[config.mk]
export PLATFORM = sky130hd
export DESIGN_NAME = demux1_by_8
export DESIGN_NICKNAME = d
export VERILOG_FILES = /design/src/rtl/demux_pkg.sv /design/src/rtl/mod8_counter.sv /design/src/rtl/demux1_by_8.sv
export SDC_FILE = /design/constraint.sdc
export NUM_CORES = 1
export LEC_CHECK = 0
export ABC_AREA = 1
export ABC_CLOCK_PERIOD_IN_PS = 1500
export BUFFER_PORTS_ARGS = -buffer_cell sky130_fd_sc_hd__clkbuf_2
export CAP_MARGIN = 20
export CORE_UTILIZATION = 44
export DETAILED_ROUTE_END_ITERATION = 12
export PLACE_DENSITY = 0.8
export SLEW_MARGIN = 20
export SYNTH_ARGS = -nofsm -noshare
export SYNTH_HDL_FRONTEND = slang
export SYNTH_SLANG_ARGS = --single-unit
[constraint.sdc]
create_clock -name clk -period 1.5 [get_ports clk]
set_input_delay 0.225 -clock clk [delete_from_list [all_inputs] [get_ports clk]]
set_output_delay 0.225 -clock clk [all_outputs]
set_load 0.005 [all_outputs]
[src/rtl/demux_pkg.sv]
// Shared definitions for the registered 1-to-8 demultiplexer: channel geometry,
// FSM state encoding and a select-to-one-hot helper.
package demux_pkg;

   localparam int NUM_CH = 8;
   localparam int SEL_W  = 3;

   typedef enum logic {
      ST_RUN   = 1'b0,
      ST_CLEAR = 1'b1
   } state_t;

   function automatic logic [NUM_CH-1:0] sel_onehot(input logic [SEL_W-1:0] sel);
      logic [NUM_CH-1:0] v;
      v      = {NUM_CH{1'b0}};
      v[sel] = 1'b1;
      return v;
   endfunction

endpackage

[src/rtl/mod8_counter.sv]
// Mod-8 scan counter. A clear zeroes the base value, and an increment in the
// same cycle counts from that zeroed base, so the first scan write lands on 0.
module mod8_counter
   import demux_pkg::*;
(
   input  logic             clk,
   input  logic             rst_n,
   input  logic             clr,
   input  logic             en,
   output logic [SEL_W-1:0] q,
   output logic             wrap
);

   logic [SEL_W-1:0] q_r;
   logic [SEL_W-1:0] base_s;

   // Base value the increment applies to
   always_comb begin
      if (clr) begin
         base_s = 3'd0;
      end else begin
         base_s = q_r;
      end
   end

   // Counter register; 7 + 1 wraps to 0 naturally in 3 bits
   always_ff @(posedge clk or negedge rst_n) begin
      if (!rst_n) begin
         q_r <= 3'd0;
      end else begin
         q_r <= base_s + {2'b00, en};
      end
   end

   assign q    = q_r;
   assign wrap = en & (base_s == 3'd7);

endmodule

[src/rtl/demux1_by_8.sv]
// Registered 1-to-8 demultiplexer with valid/ready accept, per-channel write
// strobes, auto-scan channel selection, frame-complete pulse and sync clear.
module demux1_by_8
   import demux_pkg::*;
(
   input  logic              clk,
   input  logic              rst_n,
   input  logic              d,
   input  logic              s0,
   input  logic              s1,
   input  logic              s2,
   input  logic              in_valid,
   output logic              in_ready,
   input  logic              scan_en,
   input  logic              clr,
   output logic [NUM_CH-1:0] y,
   output logic [NUM_CH-1:0] strobe,
   output logic [SEL_W-1:0]  sel_q,
   output logic              frame_done
);

   state_t            state_r;
   state_t            state_nxt_s;
   logic              scan_en_d_r;
   logic [NUM_CH-1:0] y_r;
   logic [NUM_CH-1:0] strobe_r;
   logic              frame_done_r;
   logic              in_ready_s;
   logic              clr_run_s;
   logic              scan_rise_s;
   logic              accept_s;
   logic [SEL_W-1:0]  sel_s;
   logic [SEL_W-1:0]  cnt_q_s;
   logic              cnt_wrap_s;

   // FSM next state and handshake decode
   always_comb begin
      state_nxt_s = state_r;
      in_ready_s  = 1'b0;
      clr_run_s   = 1'b0;
      case (state_r)
         ST_RUN: begin
            in_ready_s = ~clr;
            if (clr) begin
               clr_run_s   = 1'b1;
               state_nxt_s = ST_CLEAR;
            end else begin
               state_nxt_s = ST_RUN;
            end
         end
         ST_CLEAR: begin
            state_nxt_s = ST_RUN;
         end
         default: begin
            state_nxt_s = ST_RUN;
         end
      endcase
   end

   // Effective channel select; a scan_en rising edge reads as channel 0
   always_comb begin
      scan_rise_s = scan_en & ~scan_en_d_r;
      if (!scan_en) begin
         sel_s = {s2, s1, s0};
      end else if (scan_rise_s) begin
         sel_s = 3'd0;
      end else begin
         sel_s = cnt_q_s;
      end
   end

   assign accept_s = in_valid & in_ready_s;

   mod8_counter u_scan_cnt (
      .clk   (clk),
      .rst_n (rst_n),
      .clr   (clr_run_s | scan_rise_s),
      .en    (accept_s & scan_en),
      .q     (cnt_q_s),
      .wrap  (cnt_wrap_s)
   );

   // State register and scan_en edge-detect history
   always_ff @(posedge clk or negedge rst_n) begin
      if (!rst_n) begin
         state_r     <= ST_RUN;
         scan_en_d_r <= 1'b0;
      end else begin
         state_r     <= state_nxt_s;
         scan_en_d_r <= scan_en;
      end
   end

   // Channel hold registers plus the strobe/frame pulses aligned with them
   always_ff @(posedge clk or negedge rst_n) begin
      if (!rst_n) begin
         y_r          <= 8'h00;
         strobe_r     <= 8'h00;
         frame_done_r <= 1'b0;
      end else begin
         if (clr_run_s) begin
            y_r <= 8'h00;
         end else if (accept_s) begin
            y_r[sel_s] <= d;
         end else begin
            y_r <= y_r;
         end
         strobe_r     <= accept_s ? sel_onehot(sel_s) : 8'h00;
         frame_done_r <= cnt_wrap_s;
      end
   end

   assign in_ready   = in_ready_s;
   assign sel_q      = sel_s;
   assign y          = y_r;
   assign strobe     = strobe_r;
   assign frame_done = frame_done_r;

endmodule

==> metrics.txt, run 1 <==
met3 usage 2.22%; initial antenna violation count 0; Worst Tran Pin Value 0.529 ns; Clk Latency, worst-skew pair around 0.30 ns; largest net degree at the start of global routing 23; largest family of logic cells by synthesized area simple AND/OR/NAND/NOR gates; first-pass detailed-route iteration total 4; hold path startpoint scan_en; Final Cell Area ~0.0012 mm²; H-tree levels 1; Final Cycle Share between 90% and 100%; DRT antenna net count 0; Post-Syn Area 942 µm²; Synth Warn # 0; Required @ worst endpoint 1.70 ns; fin crit period 1.48 ns; top cell type's share of synthesized area 58.4%; Clk pwr share roughly 30%; Critical Path Start Type register; simple-gate share of the synthesized area a little under a third; Final setup viols 0; share of power burned in registers 57.9%; Slew headroom 64.8%; total power 1070 µW; Crit Path Max Fanout 3; max_cap viols 0; reg2reg end u_scan_cnt.q[2]$_DFF_PN0_; Worst Hold Path EP scan_en_d_r$_DFF_PN0_; share of layout cells above drive strength 1 34.5%; flops & latches, synth 22; PwrDens 899 mW/mm²; Crit. End Element register; Power Internal 807 µW; core area 0.00198 mm²; WL final 1.81 mm; routing usage on met1 between 20% and 30%; Psw 261 µW; Yosys cell types 14; Die Height 48.3 µm; critical path class reg2reg; worst hold path depth 1; LEAKAGE around 0.00067 µW; clk sink count 22; setup TNS 0 ns; aggregate global routing overflow 0; XOR/XNOR share of the synthesized area 0.930%; io pins 30; starting density of the core between 40% and 50%; post-synthesis adder-cell area fraction under 10%; first-pass GRT wire length 2.75 mm; # port buffers 29; Post-Route Utilization between 50% and 60%; sequential fraction of the synthesis area 58.4%; proportion of synthesized area in mux cells 0%; VDD IR max 661 µV; CTS buffer count 3; outcome completed; reg-to-reg startpoint scan_en_d_r$_DFF_PN0_; routed vias/inst 4.73; max-slew violations 0; Logic pwr share between 10 and 15%; TritonCTS clock tree built; vias 799; Final Hold Fails 0; skew final about 0.0035 ns; ant diodes 0; Mean Syn Cell Area ~9 µm²; GRT Util Overall roughly 17%; flop2flop setup slack 0.02 ns; vias in the first global route 644; Die Width 48.3 µm; M2 GR Usage ~29%; Clock Tree Root clkbuf_4; Post-DP HPWL 1.31 mm; cell count after synthesis 107; R2R depth 6; number of fillers in the final layout ~180; Placed Area 0.00113 mm²; top post-synthesis cells by area dfrtp_1, nor2_1, nand3_1; DRC 0; syn nets 118; hold crit path type in2reg; Area growth syn-to-layout 26.2%; routability cong. 0.837; final-stage net count between 150 and 200; Reg clk slew, reported paths 0.12 ns; Synth area leader dfrtp_1; Die ar. 0.00233 mm²; site row count 16; highest clock rate 674 MHz; critical path arrival between 1.5 and 2 ns; number of buffers on the longest clock path 2; Synth Area in Compound Gates 2.12%; Switching Share 24.4%; DRT iter0 DRCs 15; Top Usage Layer GRT met2; per-cell routed wire length around 11 µm
[worst max-delay path by stage]
stage / to / cells past startpoint / slack, ns / from
after detailed placement: u_scan_cnt.q[2]$_DFF_PN0_ / 6 / 0.03 / scan_en_d_r$_DFF_PN0_
after CTS: u_scan_cnt.q[2]$_DFF_PN0_ / 6 / 0.008 / scan_en_d_r$_DFF_PN0_
final: u_scan_cnt.q[2]$_DFF_PN0_ / 6 / 0.02 / scan_en_d_r$_DFF_PN0_
after global routing: u_scan_cnt.q[2]$_DFF_PN0_ / 6 / -0.03 / scan_en_d_r$_DFF_PN0_
after global placement: u_scan_cnt.q[2]$_DFF_PN0_ / 6 / 0.10 / scan_en_d_r$_DFF_PN0_
after floorplan: u_scan_cnt.q[2]$_DFF_PN0_ / 7 / 0.04 / state_r$_DFF_PN0_
[stage by stage]
stage	hold slack [ns]	cells	setup WS (ns)
2_1_floorplan	-0.0706	107	0.0423
3_3_place_gp	0.217	163	0.101
3_5_place_dp	0.227	163	0.0320
4_1_cts	0.0706	168	0.00812
5_1_grt	0.0826	169	-0.0257
6_report	0.0796	169	0.0169
[flip-flops by register name, summed over array words and instances, names as in the netlist]
name,count
state_r,1
y,8
scan_en_d_r,1
u_scan_cnt.q,3
frame_done,1
strobe,8
[critical path, cell delays in order (launching register included)]
cell and delay [ns]:
dfrtp_1 0.42, or2_2 0.33, nand2_2 0.08, nor2_1 0.04, ha_1 0.20, ha_2 0.19, xnor2_1 0.12
[power groups by stage]
stage	combinational (µW)	clock [µW]	sequential [µW]
final	131	318	619
after global placement	123	0	630
after CTS	128	331	619
after detailed placement	125	0	631
after global routing	150	358	622
after floorplan	73.2	0	630
[synth_stat cells]
cell / instances
or2_2: 2
clkbuf_1: 1
nor2_2: 1
nand3_1: 14
nand2_2: 5
nand2_1: 16
ha_1: 2
nor2_4: 1
a21oi_1: 4
xnor2_1: 1
nor2_1: 28
inv_2: 2
inv_1: 8
dfrtp_1: 22
[what timing repair did]
item,in CTS,in global routing
resized for setup,0,3
setup endpoints to repair,0,2
setup buffers,0,1
hold buffers,1,0
hold endpoints to repair,22,0
[layout by cell type, fill, tap and decap left out, types with 2 or more instances in the layout]
master,n
clkbuf_2,29
nor2_2,2
inv_1,8
clkbuf_4,3
nand3_1,14
inv_2,2
dfrtp_1,22
nand2_2,6
buf_4,2
nand2_1,15
nor2_1,27
a21oi_1,4
[area by class of cell]
| cell class | instances | area [µm²] | area share [%] |
|---|---|---|---|
| flip-flops and latches | 22 | 551 | 46.3 |
| inverters | 10 | 37.5 | 3.16 |
| clock buffers | 4 | 36.3 | 3.05 |
| multi-input cells | 74 | 360 | 30.3 |
| repair buffers | 32 | 170 | 14.3 |
| well taps | 27 | 33.8 | 2.84 |
[layer usage]
| layer | wire length, µm | share of wire, % |
|---|---|---|
| met4 | 31 | 1.7 |
| met2 | 903 | 50 |
| met3 | 79 | 4.4 |
| met1 | 797 | 44 |
| met5 | 0 | 0 |
[kinds of logic (layout without fill, tap and decap cells)]
group	count (synthesis)	in the layout
AND/OR/NAND/NOR	67	67
flip-flops	22	22
buffers and inverters	11	46
AO/OA/AOI/OAI	4	4
adder cells (fa/ha/maj)	2	2
XOR/XNOR	1	1
Note: power is estimated with default switching activity, not from simulation.
==> inputs of run 2 (changes only) <==
--- a/config.mk
+++ b/config.mk
@@ -5,7 +5,7 @@
 export SDC_FILE = /design/constraint.sdc
 export NUM_CORES = 1
 export LEC_CHECK = 0
-export ABC_AREA = 1
+export ABC_AREA = 0
 export ABC_CLOCK_PERIOD_IN_PS = 1500
 export BUFFER_PORTS_ARGS = -buffer_cell sky130_fd_sc_hd__clkbuf_2
 export CAP_MARGIN = 20
@@ -15,4 +15,5 @@
 export SLEW_MARGIN = 20
 export SYNTH_ARGS = -nofsm -noshare
 export SYNTH_HDL_FRONTEND = slang
+export SYNTH_HIERARCHICAL = 1
 export SYNTH_SLANG_ARGS = --single-unit
==> run 2 against run 1 <==
Flip-flop and latch count unchanged. Routed wire length up 1.5%. Sequential share of layout area down 1.9 points. Non-clock buffer count up 1. Final cell count down 14%. Critical path type unchanged.
==> metrics.txt, run 2 <==
reg2reg end y[7]$_DFFE_PN0P_; Synth Warn # 6 (+6); WL met3 112 µm (+42%); cell count after synthesis 83 (-22%); largest net degree at the start of global routing 23 (unchanged); Switching Share 21.8% (-2.7 points); Met2 Wirelength 868 µm (-3.9%); CTS buffer count 3 (unchanged); Area growth syn-to-layout 29.9%; Clk pwr share 38.6% (+8.8 points); DRT antenna net count 0 (unchanged); routed vias/inst 5.09 (+7.7%); CP max stage cell a2111o_1; DRC 0 (unchanged); asr flop ratio synth 100% (unchanged); Mean Syn Cell Area 11.5 µm² (+30%); Post-Syn Area 953 µm² (+1.2%); DRT iter0 DRCs 12 (-3); Crit Path Max Fanout 4 (+1); VDD IR max 577 µV (-13%); max_cap viols 0 (unchanged); XOR/XNOR share of the synthesized area 1.71% (+0.78 points); Synth area leader dfrtp_1; first-pass GRT wire length 3.30 mm (+20%); flop2flop setup slack 0.06 ns (+0.05 ns); fin crit period 1.44 ns (-0.0473 ns); Max Used Layer met4; Worst Tran Pin Value 0.546 ns (+0.0177 ns); Yosys cell types 24 (+10); final-stage net count 130 (-16%); max-slew violations 0 (unchanged); Clk Latency, worst-skew pair 0.31 ns (about the same); PwrDens 952 mW/mm² (+6.0%); core area 0.00200 mm² (+1.0%); largest family of logic cells by synthesized area simple AND/OR/NAND/NOR gates; number of buffers on the longest clock path 2 (unchanged); multi-input logic area 409 µm² (+14%); hold crit path type in2reg; placed cell count 140 (-14%); top cell type's share of synthesized area 57.7% (-0.69 points); Die ar. 0.00236 mm² (+1.1%); wire length on met1 823 µm (+3.3%); Die Height 48.6 µm (+0.57%); Final Hold Fails 0 (unchanged); aggregate global routing overflow 0 (unchanged); share of layout cells above drive strength 1 41.5% (+7.0 points); clk sink count 22 (unchanged); WP depth 4 (-2); flops & latches, synth 22 (unchanged); Final setup viols 0 (unchanged); site row count 16 (unchanged); commonest non-fill, non-tap cell in the layout clkbuf_2; cells along the critical path nand3_2 -> a2111o_1 -> nor2_2 -> mux2i_1; Psw 257 µW (-1.5%); Reg clk slew, reported paths 0.12 ns (about the same); syn nets 94 (-20%); WL final 1.84 mm (+1.5%); R2R depth 4 (-2); Required @ worst endpoint 1.74 ns (+0.04 ns); Post-synth EDFFs 0 (unchanged); critical path arrival 1.68 ns (about the same); proportion of synthesized area in mux cells 8.40% (+8.4 points); Synth Area in Compound Gates 6.56% (+4.4 points); LEAKAGE 0.000632 µW (-5.8%); Die Width 48.6 µm (+0.57%); Final Cycle Share 95.7% (-3.2 points); Crit. Startpoint scan_en_d_r$_DFF_PN0_; number of fillers in the final layout 173 (-4.9%); starting density of the core 47.6% (+0.087 points); critical path class reg2reg; Power Internal 923 µW (+14%); commonest cells in the netlist dfrtp_1, nand2_1, mux2i_1; H-tree levels 1 (unchanged); share of power burned in registers 52.0% (-5.9 points); GRT Util Overall 18.5% (+1.2 points); Sequential Area 551 µm² (unchanged); setup TNS 0 ns (unchanged); reg-to-reg startpoint scan_en_d_r$_DFF_PN0_; simple-gate share of the synthesized area 19.8% (-12 points); Worst Path Buf+Inv 0 (unchanged); Synth Flop Type dfrtp_1; Post-Route Utilization 61.9% (+1.9 points); sequential fraction of the synthesis area 57.7% (-0.69 points); skew final 0.00238 ns (-0.00109 ns); end of the critical path y[7]$_DFFE_PN0P_; Post-DP HPWL 1.41 mm (+7.2%); top post-synthesis cells by area dfrtp_1, mux2i_1, nand2_1; Clock Tree Root clkbuf_4; commonest cells after routing, fill and taps aside clkbuf_2, dfrtp_1, nand2_1, mux2i_1, nor2_1; ant diodes 0 (unchanged); post-synthesis adder-cell area fraction 2.62% (-0.031 points); Critical Path Start Type register; highest clock rate 696 MHz (+3.3%); initial antenna violation count 0 (unchanged); vias in the first global route 745 (+16%); routability cong. 0.759 (-9.3%); crit-path max cell delay 0.47 ns (+0.05 ns); buffers inserted by post-CTS timing repair 0 (unchanged); Largest delay share family, worst path compound AO/OA/AOI/OAI gates; io pins 30 (unchanged); most common cell in the netlist dfrtp_1; RSZ-0062 raised after global routing no; first-pass detailed-route iteration total 4 (unchanged); # port buffers 29 (unchanged); TritonCTS clock tree built; vias 738 (-7.6%); fin cells 145 (-14%); Logic pwr share 9.4% (-2.9 points); per-cell routed wire length 12.7 µm (+18%); hold path startpoint scan_en; outcome completed; Crit. End Element register; Slew headroom 63.6% (-1.2 points)
==> run 2: metrics by stage <==
stage                     setup slack (ns)  total power, µW  hold WS (ns)  area, µm²
after global placement              0.0627              733         0.227       1180
after global routing               0.00222             1220        0.0730       1240
after CTS                          0.00458             1190        0.0727       1240
after floorplan                  -0.000533              686       -0.0706       1000
final                               0.0641             1180        0.0822       1240
after detailed placement           0.00895              736         0.234       1180
==> run 2: worst min path at each step <==
stage	slack, ns	depth (start not counted)	endpoint
after floorplan	-0.07	0	frame_done$_DFF_PN0_
after global placement	0.23	1	frame_done$_DFF_PN0_
after detailed placement	0.23	1	strobe[0]$_DFF_PN0_
after CTS	0.07	1	scan_en_d_r$_DFF_PN0_
after global routing	0.07	1	scan_en_d_r$_DFF_PN0_
final	0.08	1	scan_en_d_r$_DFF_PN0_
==> run 2: layout make-up <==
type / count / share of cell area (%)
Sequential cell: 22 / 44.4
Multi-Input combinational cell: 55 / 33.0
Timing Repair Buffer: 33 / 14.3
Tap cell: 27 / 2.73
Clock inverter: 1 / 2.42
Clock buffer: 3 / 1.82
Inverter: 4 / 1.21
==> run 2: power by group through the flow <==
stage | clock network, µW | registers [µW] | logic (µW)
3_5_place_dp | 0 | 626 | 110
3_3_place_gp | 0 | 625 | 108
5_1_grt | 484 | 616 | 124
4_1_cts | 467 | 614 | 113
6_report | 455 | 614 | 111
2_1_floorplan | 0 | 626 | 59.6
==> run 2: kinds of logic after synthesis <==
family                     Yosys count
AOI/OAI and AO/OA                    9
xor gates and xnor gates             1
adders and majority gates            2
buffers and inverters                6
DFF                                 22
muxes                                8
and+or+nand+nor                     35
==> run 2: layer usage <==
metal / up-vias / track usage, %
met4: 0 / 10.8
li1: 348 / -
met5: - / 0
met3: 4 / 4.09
met1: 353 / 22.1
met2: 33 / 30.8
==> run 2: repair_timing <==
| action | CTS | global route |
|---|---|---|
| hold buffers | 1 | 0 |
| endpoints found under the setup margin | 0 | 5 |
| resized for setup | 0 | 2 |
| endpoints found under the hold margin | 22 | 0 |
==> run 2: worst reg2reg max path: cells and delay by family (launching register included) <==
kind               cells  cell delay, ns
AOI/OAI and AO/OA      1            0.47
DFF                    1            0.41
and+or+nand+nor        2            0.27
muxes                  1            0.20
